<file path="src/rtl/alu_wb_queue_arbiter.sv">
// Writeback scheduler: picks one eligible ALU writeback queue per cycle, registers the grant and
// pulses that queue's serviced strobe the following cycle. Define ALU_WB_ARB_FIXED_PRIO_EN for fixed priority.
module alu_wb_queue_arbiter #(
    parameter int NUM_QUEUES = 4,
    parameter int QID_BITS   = 2
) (
    input  logic                  clk,
    input  logic                  rst,
    input  logic [NUM_QUEUES-1:0] in_queue_empty,
    input  logic [NUM_QUEUES-1:0] in_head_vgpr_wr_en,
    input  logic [NUM_QUEUES-1:0] in_head_sgpr_wr_en,
    input  logic                  in_vgpr_port_busy,
    input  logic                  in_sgpr_port_busy,
    input  logic                  in_stall,
    output logic [NUM_QUEUES-1:0] out_queue_serviced,
    output logic [QID_BITS-1:0]   out_sel_qid,
    output logic                  out_sel_valid,
    output logic                  out_vgpr_wr_strobe,
    output logic                  out_sgpr_wr_strobe,
    output logic                  out_all_empty
);

    logic                  issue_valid;
    logic [QID_BITS-1:0]   issue_qid;
    logic [NUM_QUEUES-1:0] eligible;
    logic                  any_eligible;
    logic                  found_hi;
    logic [QID_BITS-1:0]   win_hi;
    logic [QID_BITS-1:0]   win_lo;
    logic [QID_BITS-1:0]   winner;

`ifndef ALU_WB_ARB_FIXED_PRIO_EN
    logic [QID_BITS-1:0]   rr_ptr;
`endif

    // The queue popping this cycle still shows a stale empty flag, so it sits out one decision.
    always_comb begin
        eligible = '0;
        for (int i = 0; i < NUM_QUEUES; i++) begin
            eligible[i] = ~in_queue_empty[i]
                        & ~(issue_valid & (issue_qid == QID_BITS'(i)))
                        & ~(in_head_vgpr_wr_en[i] & in_vgpr_port_busy)
                        & ~(in_head_sgpr_wr_en[i] & in_sgpr_port_busy);
        end
    end

    // Descending scan so the lowest qualifying index is the one left standing.
    always_comb begin
        any_eligible = 1'b0;
        found_hi     = 1'b0;
        win_hi       = '0;
        win_lo       = '0;
        for (int i = NUM_QUEUES - 1; i >= 0; i--) begin
            if (eligible[i]) begin
                any_eligible = 1'b1;
                win_lo       = QID_BITS'(i);
`ifndef ALU_WB_ARB_FIXED_PRIO_EN
                if (QID_BITS'(i) >= rr_ptr) begin
                    found_hi = 1'b1;
                    win_hi   = QID_BITS'(i);
                end
`endif
            end
        end
`ifdef ALU_WB_ARB_FIXED_PRIO_EN
        winner = win_lo;
`else
        // No eligible queue at or above rr_ptr means the search wraps to the lowest one.
        winner = found_hi ? win_hi : win_lo;
`endif
    end

    always_ff @(posedge clk or negedge rst) begin
        if (!rst) begin
            issue_valid <= 1'b0;
            issue_qid   <= '0;
        end else if (!in_stall && any_eligible) begin
            issue_valid <= 1'b1;
            issue_qid   <= winner;
        end else begin
            issue_valid <= 1'b0;
        end
    end

`ifndef ALU_WB_ARB_FIXED_PRIO_EN
    always_ff @(posedge clk or negedge rst) begin
        if (!rst) begin
            rr_ptr <= '0;
        end else if (!in_stall && any_eligible) begin
            rr_ptr <= (winner == QID_BITS'(NUM_QUEUES - 1)) ? '0 : winner + 1'b1;
        end
    end
`endif

    always_comb begin
        out_queue_serviced = '0;
        for (int i = 0; i < NUM_QUEUES; i++) begin
            out_queue_serviced[i] = issue_valid & (issue_qid == QID_BITS'(i));
        end
    end

    assign out_sel_valid      = issue_valid;
    assign out_sel_qid        = issue_qid;
    assign out_vgpr_wr_strobe = |(out_queue_serviced & in_head_vgpr_wr_en);
    assign out_sgpr_wr_strobe = |(out_queue_serviced & in_head_sgpr_wr_en);
    assign out_all_empty      = (&in_queue_empty) & ~issue_valid;

endmodule

</file>
<file path="config.mk">
export PLATFORM = sky130hd
export DESIGN_NAME = alu_wb_queue_arbiter
export DESIGN_NICKNAME = d
export VERILOG_FILES = /design/src/rtl/alu_wb_queue_arbiter.sv
export SDC_FILE = /design/constraint.sdc
export NUM_CORES = 1
export LEC_CHECK = 0
export CORE_MARGIN = 2
export CORE_UTILIZATION = 33
export DETAILED_ROUTE_END_ITERATION = 10
export PLACE_DENSITY = 0.71
export SLEW_MARGIN = 20
export SYNTH_ARGS = -nofsm -noshare
export SYNTH_HDL_FRONTEND = slang
export SYNTH_SLANG_ARGS = --single-unit
export TNS_END_PERCENT = 1
</file>
<file path="constraint.sdc">
create_clock -name clk -period 1.7 [get_ports clk]
set_input_delay 0.255 -clock clk [delete_from_list [all_inputs] [get_ports clk]]
set_output_delay 0.255 -clock clk [all_outputs]
set_load 0.01 [all_outputs]
</file>
### Word-level counts from Yosys, hierarchy flattened

Cells that the tools add are included.

| word-level totals | value |
|---|---|
| register bits after elaboration | 5 |
| bits of input ports | 17 |
| logic and storage cells | 89 |
| output and inout port bits | 10 |

| cells by class | value |
|---|---|
| bitwise gates (word level) | 44 |
| reduce and logical (&&, ||, !) cells | 6 |
| add/subtract/negate cells | 1 |
| multiplexer cells | 27 |
| equality and inequality tests | 4 |
| order comparisons | 4 |

Operator list:

| operator | number |
|---|---|
| $mux 2 | 14 |
| $and 1x1->1 | 25 |
| $not 1->1 | 17 |
| $mux 1 | 13 |
| $and 4x4->4 | 2 |
| $reduce_or 4->1 | 2 |
| $eq 2x2->1 const B | 3 |
| $ge 1x2->1 const A | 2 |
| $ge 2x2->1 const A | 2 |
| $reduce_and 4->1 | 1 |
| $add 2x1->2 const B | 1 |
| $eq 2x1->1 const B | 1 |
| $logic_not 2->1 | 1 |
| $logic_and 1x1->1 | 1 |
| $logic_not 1->1 | 1 |

### Depth between registers and ports, before layout

Gate-level depths: netlist of run 1.

| depth | value |
|---|---|
| word-level depth | 16 |
| depth in mapped cells | 7 |
| depth with buffers taken out | 6 |

### Least setup slack after synthesis of run 1

No wires, ideal clock.

| path | value |
|---|---|
| path kind | register to register |
| from | register issue_valid (netlist: out_sel_valid) |
| to | register issue_qid[1] (netlist: out_sel_qid[1]) |
| cell stages (with the launch flop) | 7 |
| setup slack | -157 ps |
| path buffers | 1 |
| arrival | 1732 ps |
| period minus slack after synthesis | 1857 ps |
| setup time | 125 ps |
| path through | dfrtp_1 > and3_1 > buf_2 > or2_1 > nor2b_4 > a31oi_4 > mux2_2 |

| on the way | value |
|---|---|
| word-level cells in the longest chain between the ends | 13 |
| elaborated cells on any way between the ends | 44 |
| classes of those cells | 23 x mux; 20 x bitwise; 1 x reduce/logical |

RTL lines:

| what | RTL line | RTL |
|---|---|---|
| start: declaration | 23 | `logic issue_valid;` |
| start signal: assignment | 75 | `issue_valid <= 1'b0;` |
| start signal: assignment | 78 | `issue_valid <= 1'b1;` |
| start signal: assignment | 81 | `issue_valid <= 1'b0;` |
| $and 1x1->1 (*) | n/a |  |
| named net out_queue_serviced[3] | 15 | `output logic [NUM_QUEUES-1:0] out_queue_serviced,` |
| $not 1->1 (*) | 41 | `& ~(issue_valid & (issue_qid == QID_BITS'(i)))` |
| $and 1x1->1 (*) | 41 |  |
| $and 1x1->1 (*) | 42 | `& ~(in_head_vgpr_wr_en[i] & in_vgpr_port_busy)` |
| $and 1x1->1 (*) | 43 | `& ~(in_head_sgpr_wr_en[i] & in_sgpr_port_busy);` |
| $mux 2 or $mux 1 (tied branches) | 54 | `if (eligible[i]) begin` |
| $mux 2 or $mux 1 (tied branches) | 58 | `if (QID_BITS'(i) >= rr_ptr) begin` |
| $mux 2 or $mux 1 (tied branches) | 54 |  |
| $mux 2 or $mux 1 (tied branches) | 58 |  |
| $mux 2 or $mux 1 (tied branches) | 54 |  |
| $mux 2 or $mux 1 (tied branches) | 58 |  |
| $mux 2 or $mux 1 (tied branches) | 54 |  |
| $mux 2 | 69 | `winner = found_hi ? win_hi : win_lo;` |
| end signal: assignment | 79 | `issue_qid <= winner;` |
| end: declaration | 24 | `logic [QID_BITS-1:0] issue_qid;` |

The timed path passes the listed nets; every way through them passes the cells marked *.
A chain may end at the register's enable or synchronous reset.

### Worst setup path after layout of run 1

| path | value |
|---|---|
| from | input port in_vgpr_port_busy |
| to | register issue_qid[1] (netlist: out_sel_qid[1]) |

| on the way | value |
|---|---|
| word-level cells in the longest chain between the ends | 12 |
| elaborated cells on any way between the ends | 40 |
| classes of those cells | 23 x mux; 16 x bitwise; 1 x reduce/logical |

RTL lines:

| what | RTL line | RTL |
|---|---|---|
| start: declaration | 12 | `input logic in_vgpr_port_busy,` |
| $and 1x1->1 | 42 |  |
| $not 1->1 | 42 |  |
| $and 1x1->1 | 42 |  |
| $and 1x1->1 | 43 |  |
| $mux 2 or $mux 1 (tied branches) | 54 |  |
| $mux 2 or $mux 1 (tied branches) | 58 |  |
| $mux 2 or $mux 1 (tied branches) | 54 |  |
| $mux 2 or $mux 1 (tied branches) | 58 |  |
| $mux 2 or $mux 1 (tied branches) | 54 |  |
| $mux 2 or $mux 1 (tied branches) | 58 |  |
| $mux 2 or $mux 1 (tied branches) | 54 |  |
| $mux 2 | 69 |  |

Parallel ways exist; a longest one is shown, timed or not.

==> summary.txt, run 1 <==
Run status
  – Status: finished, violations left
  – Failing checks: setup timing

Power
  – Flop pwr share: 0.234
  – Total net switching power: 0.334 mW
  – Clock Power Share: 0.145
  – Pwr/cell area: around 930 nW/µm²
  – Logic gate share of total power: 0.621
  – Total power: slightly above 0.9 mW
  – P_leak: around 0.50 nW
  – Sw Ratio: 0.369
  – P_int: roughly 0.57 mW
  – Maximum vdd drop: roughly 0.74 mV

Drt
  – Vias per cell: around 5.3
  – Routed Wire Length: 1650 µm
  – Number of routed nets with antenna violations: 0
  – # DRC: 0
  – Vias: 593
  – Iteration-0 DRC Markers: 4
  – First drt pass iteration count: 4
  – Avg WL per Cell: approximately 15 µm

Timing
  – Crit path time final: roughly 1.8 ns
  – Period utilization: 1.07
  – Fmax: between 500 and 600 MHz
  – Setup TNS: -0.284 ns
  – Final WS setup: -0.124 ns
  – Final Skew: between 0.003 and 0.004 ns
  – Worst-Margin Slew: about 0.3 ns
  – RSZ-0062 raised after global routing: true
  – Total count of hold-check failures in the final report: 0
  – Hold Slack: roughly 0.23 ns
  – Final setup violation count: 4
  – Slew margin rel.: 0.798
  – Fin. max-slew vios: 0

Floorplanning
  – Die Area: between 1500 and 2000 µm²
  – Num ports: 27
  – Die width: between 40 and 50 µm
  – Starting Density: 0.359
  – Row count: 13
  – Die Y-Extent: 41.9 µm
  – Core footprint: 1320 µm²

Logic synthesis
  – Synth Net Count: 69
  – Synth Register Bits: 5
  – Syn. warnings: 0
  – Synth unique cells: 33
  – Post-synth EDFFs: 0
  – Synthesized cell area: 473 µm²
  – Synth Instances: 52
  – Main synth FF type: dfrtp_1
  – Ys async rst share: 1.00
  – Average size of a mapped cell: ~9.1 µm²
  – Post-synthesis sequential area ratio: 0.265

Worst setup path
  – Crit Path Max Fanout: 4
  – Top delay family on crit path: simple AND/OR/NAND/NOR gates
  – Slowest-stage cell, CP: a221o_1
  – Max incr delay on CP: between 0.3 and 0.4 ns
  – Buffers & Inverters on Critical Path: 2
  – Startpoint types: input port
  – CP endpoint kind: flop
  – Crit path cell chain: dlygate4sd2_1 > a221o_1 > or2_4 > nor2b_4 > nor4_4 > buf_4 > mux2_4
  – CP required: between 1.5 and 2 ns
  – Crit path DAT: approximately 2.0 ns
  – Crit path kind: input port to flop

Min path
  – Hold crit path type: input port to asynchronous set/reset pin

Clock network
  – H-tree levels: 1
  – Clock Sinks: 5
  – Clk_lat worst skew: between 0.2 and 0.25 ns
  – CTS Buffer Depth: 2
  – TritonCTS Buffers: 3
  – CTS root buf: clkbuf_4
  – Clock slew at reported path FFs: 0.04 ns
  – CTS tree: built

Place
  – RD Place Congestion: approximately 0.9
  – IO Port Bufs: 26
  – Post-DP HPWL: ~1100 µm

Global routing
  – Global-route wire length before repair: 2300 µm
  – Vias in the first global route: around 550
  – Initial antenna violation count: 0
  – Total GRT Usage: 0.173
  – Gr ovfl total: 0
  – Largest net degree at the start of global routing: 8

Job
  – Number of max-cap violations: 0

Finish
  – Net count, final: between 100 and 150
  – Share of cells above drive strength 1: 0.490
  – Antenna cells: 0
  – Most common cell after layout, fill and taps aside: buf_4
  – Commonest cells after routing, fill and taps aside: buf_4, clkdlybuf4s50_1, dlymetal6s2s_1
  – Area delta synth->final: 105%
-- worst paths after layout --
kind                                             from                         end  slack, ns  cells after the start
min reg2reg                     rr_ptr[0]$_DFFE_PN0P_       rr_ptr[0]$_DFFE_PN0P_       0.61                      2
min                                               rst  out_sel_qid[0]$_DFFE_PN0P_       0.23                      1
max in group asynchronous                         rst     out_sel_valid$_DFF_PN0_       1.28                      1
min in group clk                rr_ptr[0]$_DFFE_PN0P_       rr_ptr[0]$_DFFE_PN0P_       0.61                      2
max reg2reg                out_sel_qid[0]$_DFFE_PN0P_  out_sel_qid[1]$_DFFE_PN0P_      -0.10                      7
max                                 in_vgpr_port_busy  out_sel_qid[1]$_DFFE_PN0P_      -0.12                      7
-- area by class of cell --
| class | count | area, µm² |
|---|---|---|
| Clock buffer | 4 | 26.3 |
| Fill cell | 95 | 347 |
| Inverter | 2 | 7.51 |
| Multi-Input combinational cell | 42 | 399 |
| Sequential cell | 5 | 125 |
| Tap cell | 15 | 18.8 |
| Timing Repair Buffer | 43 | 394 |
-- per-stage QoR --
stage                     worst slack (ns)  utilization  cells  area, µm²
after global routing                -0.168        0.737    111        971
final                               -0.124        0.737    111        971
after global placement              -0.445        0.614     99        810
after detailed placement            -0.449        0.614     99        810
after CTS                           -0.122        0.643    106        847
after floorplan                    -0.0592            -     52        483
-- cell families after synthesis --
logic type	synth area share
simple gates	0.325
compound gates	0.302
flops	0.265
buf+inv	0.0450
mux	0.0450
xor+xnor	0.0185
-- sequential cells by signal, indices dropped and copies added, names as in the netlist --
register       cells
rr_ptr             2
out_sel_qid        2
out_sel_valid      1
-- power by group through the flow --
stage / Sequential, mW / Clock [mW] / Combinational [mW]
after floorplan: 0.198 / 0 / 0.236
after global placement: 0.207 / 0 / 0.455
after detailed placement: 0.209 / 0 / 0.458
after CTS: 0.200 / 0.140 / 0.479
after global routing: 0.217 / 0.144 / 0.599
final: 0.212 / 0.131 / 0.561
-- synth_stat cells (2+ instances only) --
library cell  number  share of area
nor2_1             5          0.040
nand3_1            2          0.021
nand2_1            3          0.024
inv_1              2          0.016
a22oi_1            4          0.063
a21oi_1            2          0.021
dfrtp_1            5           0.26
nor3_1             2          0.021
and3b_1            2          0.037
a221o_1            2          0.042
-- per-layer routing --
layer | global-route usage | wire [µm] | share of wire | vias up
li1 | - | - | - | 288
met1 | 0.199 | 684 | 0.41 | 278
met2 | 0.284 | 809 | 0.49 | 25
met3 | 0.0609 | 140 | 0.085 | 2
met4 | 0.0774 | 15 | 0.0091 | 0
met5 | 0 | 0 | 0 | -
-- repair_timing --
action / in CTS / in global routing
pin swaps: 5 / 12
resized for setup: 18 / 27
endpoints found under the hold margin: 0 / 0
endpoints found under the setup margin: 11 / 6
buffers inserted: 3 / 5
hold buffers: 0 / 0
Note: power is estimated with default switching activity, not from simulation.
==> run 2, diff against run 1 <==
Settings changed: CORE_MARGIN 2 to 10, CTS_CLUSTER_SIZE set to 10.
==> summary.txt, run 2 (synthesis results as in run 1) <==
Place
  – Post-DP HPWL: 1400 µm (+24%)
  – IO Port Bufs: 26 (unchanged)
  – Placed insts: 106 (+7.1%)
  – RD Place Congestion: 0.899 (+0.45%)

Clock network
  – H-tree levels: 1 (unchanged)
  – CTS Buffer Depth: 2 (unchanged)
  – CTS root buf: clkbuf_4
  – Clock slew at reported path FFs: 0.05 ns (about the same)
  – TritonCTS Buffers: 3 (unchanged)
  – CTS tree: built
  – Clk_lat worst skew: 0.25 ns (about the same)
  – Clock Sinks: 5 (unchanged)

Global routing
  – Total GRT Usage: 0.102 (-0.0705)
  – Vias in the first global route: 588 (+7.1%)
  – Gr ovfl total: 0 (unchanged)
  – Initial antenna violation count: 0 (unchanged)
  – Largest net degree at the start of global routing: 8 (unchanged)
  – Global-route wire length before repair: 2760 µm (+20%)

Drt
  – # DRC: 0 (unchanged)
  – Routed Wire Length: 1770 µm (+7.3%)
  – Iteration-0 DRC Markers: 19 (+15)
  – Number of routed nets with antenna violations: 0 (unchanged)
  – Avg WL per Cell: 15.7 µm (+5.4%)
  – Vias: 599 (+1.0%)
  – First drt pass iteration count: 4 (unchanged)
  – Vias per cell: 5.30 (-0.78%)

Power
  – P_int: 0.548 mW (-3.9%)
  – Clock Power Share: 0.163 (+0.018)
  – Logic gate share of total power: 0.585 (-0.036)
  – P_leak: 0.460 nW (-7.3%)
  – Sw Ratio: 0.365 (-0.00409)
  – Pwr/cell area: 925 nW/µm² (-0.71%)
  – Maximum vdd drop: 0.586 mV (-21%)
  – Flop pwr share: 0.252 (+0.018)
  – Total net switching power: 0.315 mW (-5.6%)

Floorplanning
  – Core footprint: 1330 µm² (+1.2%)
  – Row count: 13 (unchanged)
  – Die Area: 3350 µm² (+91%)
  – Die Y-Extent: 57.9 µm (+38%)
  – Starting Density: 0.355 (-0.00438)
  – Num ports: 27 (unchanged)
  – Die width: 57.9 µm (+38%)

Min path
  – Hold crit path type: input port to asynchronous set/reset pin

Timing
  – Crit path time final: 1.81 ns (-0.0157 ns)
  – Final setup violation count: 6 (+2)
  – RSZ-0062 raised after global routing: true
  – Period utilization: 1.06 (-0.00925)
  – Fmax: 553 MHz (+0.87%)
  – Worst-Margin Slew: 0.296 ns (-0.00423 ns)
  – Fin. max-slew vios: 0 (unchanged)
  – Final WS setup: -0.108 ns (+0.0157 ns)
  – Total count of hold-check failures in the final report: 0 (unchanged)
  – Slew margin rel.: 0.803 (+0.00432)
  – Final Skew: 0.00682 ns (+0.00301 ns)

Finish
  – Final core utilization: 0.700 (-0.0371)
  – Area delta synth->final: 97.4%
  – Number of fill cells: 115 (+21%)
  – Commonest cells after routing, fill and taps aside: buf_4, clkdlybuf4s50_1, dlygate4sd2_1
  – Share of cells above drive strength 1: 0.408 (-0.0814)
  – Finished Layout Cells: 113 (+1.8%)
  – Antenna cells: 0 (unchanged)
  – Most common cell after layout, fill and taps aside: buf_4
  – Net count, final: 116 (+1.8%)

Worst setup path
  – Worst r2r src: out_sel_qid[0]$_DFFE_PN0P_
  – Worst Reg-to-Reg Cells: 6 (-1)
  – Crit path kind: input port to flop
  – Crit path cell chain: clkdlybuf4s50_1 > a221o_1 > nor2_2 > buf_4 > nor2b_4 > nor4_4 > xor2_1 > a21oi_1
  – Startpoint types: input port
  – Crit path launch: in_head_vgpr_wr_en[2]
  – Crit path DAT: 1.93 ns (-0.07 ns)
  – CP required: 1.82 ns (-0.05 ns)
  – Max incr delay on CP: 0.43 ns (+0.07 ns)
  – CP endpoint kind: flop
  – Slowest-stage cell, CP: clkdlybuf4s50_1
  – Crit Path Max Fanout: 3 (-1)

Job
  – Number of max-cap violations: 0 (unchanged)

Run status
  – Failing checks: setup timing
  – Status: finished, violations left
==> run 2: changes by cell type in the layout (fill, tap and decap cells not counted), sizes merged <==
| cell | delta |
|---|---|
| clkdlybuf4s50 | +4 |
| dlymetal6s2s | -4 |
| buf | +2 |
| dlygate4sd2 | +2 |
| clkbuf | -2 |
==> run 2: per-stage QoR <==
stage | worst slack, ns | power (mW) | hold WS (ns) | cell area, µm² | TNS [ns]
after floorplan | -0.0592 | 0.434 | -0.0406 | 483 | -0.104
after global routing | -0.165 | 0.920 | 0.239 | 933 | -0.930
after detailed placement | -0.465 | 0.700 | 0.488 | 862 | -2.56
after CTS | -0.117 | 0.835 | 0.226 | 887 | -0.388
final | -0.108 | 0.864 | 0.225 | 933 | -0.348
after global placement | -0.416 | 0.695 | 0.482 | 862 | -2.34
==> run 2: worst paths after layout <==
kind / end / slack (ns)
worst max register to register: rr_ptr[1]$_DFFE_PN0P_ / -0.07
worst min register to register: rr_ptr[0]$_DFFE_PN0P_ / 0.63
worst min-delay path: out_sel_qid[0]$_DFFE_PN0P_ / 0.22
max in group asynchronous: out_sel_qid[1]$_DFFE_PN0P_ / 1.28
worst max-delay path: rr_ptr[1]$_DFFE_PN0P_ / -0.11
min in group clk: rr_ptr[0]$_DFFE_PN0P_ / 0.63
==> run 2: cell type report <==
cell class / instances / area (µm²) / share of cell area
repair buffers: 45 / 397 / 0.425
multi-input cells: 42 / 357 / 0.382
flip-flops and latches: 5 / 125 / 0.134
clock buffers: 4 / 26.3 / 0.0282
well taps: 15 / 18.8 / 0.0201
inverters: 2 / 10.0 / 0.0107
==> run 2: worst max-delay path, delay by kind of cell <==
family | cells | cell delay (ns)
compound gates | 2 | 0.44
xor+xnor | 1 | 0.18
buf+inv | 2 | 0.56
simple gates | 3 | 0.49
==> run 2: power groups by stage <==
stage          combinational (mW)  sequential [mW]  clock (mW)
3_5_place_dp                0.488            0.212           0
3_3_place_gp                0.484            0.211           0
2_1_floorplan               0.236            0.198           0
5_1_grt                     0.545            0.227       0.149
6_report                    0.505            0.217       0.141
4_1_cts                     0.476            0.215       0.144
==> run 2: timing repair <==
action                                 in CTS  in global routing
endpoints found under the hold margin       0                  0
setup endpoints to repair                  11                  9
pin swaps                                   4                 10
gates resized for setup                    21                  9
setup buffers                               0                  3
hold buffers                                0                  0
==> run 2: metal layers <==
metal / track usage / vias up / share of wire
met5: 0 / - / 0
met4: 0.0503 / 0 / 0.019
met3: 0.0305 / 4 / 0.082
met2: 0.147 / 29 / 0.40
met1: 0.134 / 275 / 0.49
li1: - / 291 / -
==> run 3, diff against run 2 <==
Settings changed: CORE_UTILIZATION 33 to 34, CTS_BUF_LIST set to sky130_fd_sc_hd__clkbuf_4 sky130_fd_sc_hd__clkbuf_8, PLACE_DENSITY 0.71 to 0.73, REMOVE_ABC_BUFFERS set to 1.
==> summary.txt, run 3 (synthesis results as in run 1) <==
Run status
  – Status: finished, violations left
  – Failing checks: setup timing

Place
  – Pre-CTS setup slack: -0.489 ns (-0.0235 ns)
  – Placed insts: 102 (-3.8%)
  – Post-DP HPWL: 1470 µm (+5.1%)
  – IO Port Bufs: 26 (unchanged)
  – RD Place Congestion: 0.848 (-5.6%)
  – Placed inst area: 828 µm² (-3.9%)

Finish
  – Finished Layout Cells: 110 (-2.7%)
  – Net count, final: 113 (-2.6%)
  – Area delta synth->final: 96.3%
  – Post-route cell area: 928 µm² (-0.54%)
  – Final core utilization: 0.713 (+0.0137)
  – Most common cell after layout, fill and taps aside: clkdlybuf4s50_1
  – Antenna cells: 0 (unchanged)
  – Share of cells above drive strength 1: 0.432 (+0.0234)
  – Commonest cells after routing, fill and taps aside: clkdlybuf4s50_1, buf_4, dlygate4sd2_1

Worst setup path
  – Crit path DAT: 1.95 ns (+0.02 ns)
  – CP endpoint kind: flop
  – Crit path kind: input port to flop
  – CP required: 1.82 ns (about the same)
  – Crit Path Max Fanout: 2 (-1)
  – Startpoint types: input port

Power
  – P_int: 0.551 mW (+0.43%)
  – Logic gate share of total power: 0.585 (about the same)
  – P_leak: 0.442 nW (-4.0%)
  – Pwr/cell area: 940 nW/µm² (+1.6%)
  – Clock Power Share: 0.170 (+0.007)
  – Total net switching power: 0.322 mW (+2.1%)
  – Sw Ratio: 0.369 (+0.00379)
  – Flop pwr share: 0.245 (-0.007)
  – Maximum vdd drop: 0.608 mV (+3.7%)

Global routing
  – Largest net degree at the start of global routing: 8 (unchanged)
  – Grt met2 use: 0.195 (+0.0481)
  – GR peak layer: met2
  – Vias in the first global route: 590 (+0.34%)
  – Gr ovfl total: 0 (unchanged)
  – Global-route wire length before repair: 2790 µm (+0.98%)
  – Grt met3 use: 0.0155 (-0.0150)
  – Total GRT Usage: 0.102 (-0.000115)
  – Global-route met1 utilization: 0.107 (-0.0266)
  – Initial antenna violation count: 0 (unchanged)

Floorplanning
  – Starting Density: 0.363 (+0.00886)
  – Num ports: 27 (unchanged)
  – Row count: 13 (unchanged)
  – Die Area: 3280 µm² (-1.9%)
  – Core footprint: 1300 µm² (-2.4%)
  – Die Y-Extent: 57.3 µm (-0.97%)
  – Die width: 57.3 µm (-0.97%)

Drt
  – Avg WL per Cell: 17.3 µm (+11%)
  – Vias per cell: 5.35 (+0.84%)
  – # DRC: 0 (unchanged)
  – Vias: 588 (-1.8%)
  – First drt pass iteration count: 4 (unchanged)
  – Number of routed nets with antenna violations: 0 (unchanged)
  – Routed Wire Length: 1910 µm (+7.7%)
  – Iteration-0 DRC Markers: 4 (-15)

Timing
  – Final Skew: 0.00411 ns (-0.00270 ns)
  – Final setup violation count: 6 (unchanged)
  – Fin. max-slew vios: 0 (unchanged)
  – Fmax: 546 MHz (-1.3%)
  – Total count of hold-check failures in the final report: 0 (unchanged)
  – Slew margin rel.: 0.740 (-0.0625)
  – Period utilization: 1.08 (+0.0144)
  – Crit path time final: 1.83 ns (+0.0245 ns)
  – Worst-Margin Slew: 0.387 ns (+0.0907 ns)
  – Final WS setup: -0.133 ns (-0.0245 ns)
  – RSZ-0062 raised after global routing: true

Min path
  – Hold crit path type: input port to asynchronous set/reset pin

Clock network
  – CTS root buf: clkbuf_4
  – Clk_lat worst skew: 0.24 ns (about the same)
  – H-tree levels: 1 (unchanged)
  – CTS tree: built
  – CTS Buffer Depth: 2 (unchanged)
  – Clock Sinks: 5 (unchanged)
  – Cts hold-fix bufs: 0 (unchanged)
  – TritonCTS Buffers: 3 (unchanged)
  – Clock slew at reported path FFs: 0.04 ns (about the same)

Job
  – Number of max-cap violations: 0 (unchanged)
run 3: what timing repair did:
item	CTS	global route
pin swaps	4	9
setup endpoints to repair	11	7
buffers inserted	0	4
cloned	0	0
resized for setup	20	15
run 3: final timing paths:
path                                             from  cells past startpoint                    endpoint  slack, ns
max                             in_head_sgpr_wr_en[0]                      8       rr_ptr[1]$_DFFE_PN0P_      -0.13
min                                               rst                      1     out_sel_valid$_DFF_PN0_       0.23
max reg2reg                out_sel_qid[0]$_DFFE_PN0P_                      7       rr_ptr[1]$_DFFE_PN0P_      -0.11
min reg2reg                out_sel_qid[1]$_DFFE_PN0P_                      1  out_sel_qid[1]$_DFFE_PN0P_       0.57
max in group asynchronous                         rst                      1       rr_ptr[0]$_DFFE_PN0P_       1.28
min in group clk           out_sel_qid[1]$_DFFE_PN0P_                      1  out_sel_qid[1]$_DFFE_PN0P_       0.57
run 3: routing by layer:
metal | wire length [µm] | vias up | part of all wire
met2 | 1100 | 14 | 0.58
met4 | 57 | 0 | 0.030
met3 | 72 | 6 | 0.038
met1 | 673 | 283 | 0.35
met5 | 0 | - | 0
li1 | - | 285 | -
run 3: power by group through the flow:
stage          Clock [mW]  Combinational (mW)  Sequential (mW)
4_1_cts             0.157               0.446            0.212
6_report            0.148               0.510            0.214
3_5_place_dp            0               0.467            0.213
5_1_grt             0.159               0.555            0.221
2_1_floorplan           0               0.200            0.212
3_3_place_gp            0               0.458            0.211
run 3: cell type report:
| cell class | instances | area (µm²) |
|---|---|---|
| Clock buffer | 4 | 30.0 |
| Fill cell | 105 | 373 |
| Inverter | 2 | 7.51 |
| Multi-Input combinational cell | 42 | 370 |
| Sequential cell | 5 | 125 |
| Tap cell | 15 | 18.8 |
| Timing Repair Buffer | 42 | 377 |
run 3: critical path, stage by stage:
cell and delay, ns:
clkdlybuf4s50_1 0.47, a221oi_2 0.30, and2_4 0.20, mux2i_1 0.06, o211ai_1 0.28, buf_4 0.18
xor2_2 0.14, a21oi_2 0.07
run 3: through the flow:
stage | hold slack (ns) | power [mW] | TNS (ns)
after floorplan | -0.0406 | 0.413 | -0.150
after global placement | 0.488 | 0.668 | -2.20
after detailed placement | 0.488 | 0.679 | -2.31
after CTS | 0.227 | 0.815 | -0.341
after global routing | 0.232 | 0.934 | -0.918
final | 0.232 | 0.872 | -0.373
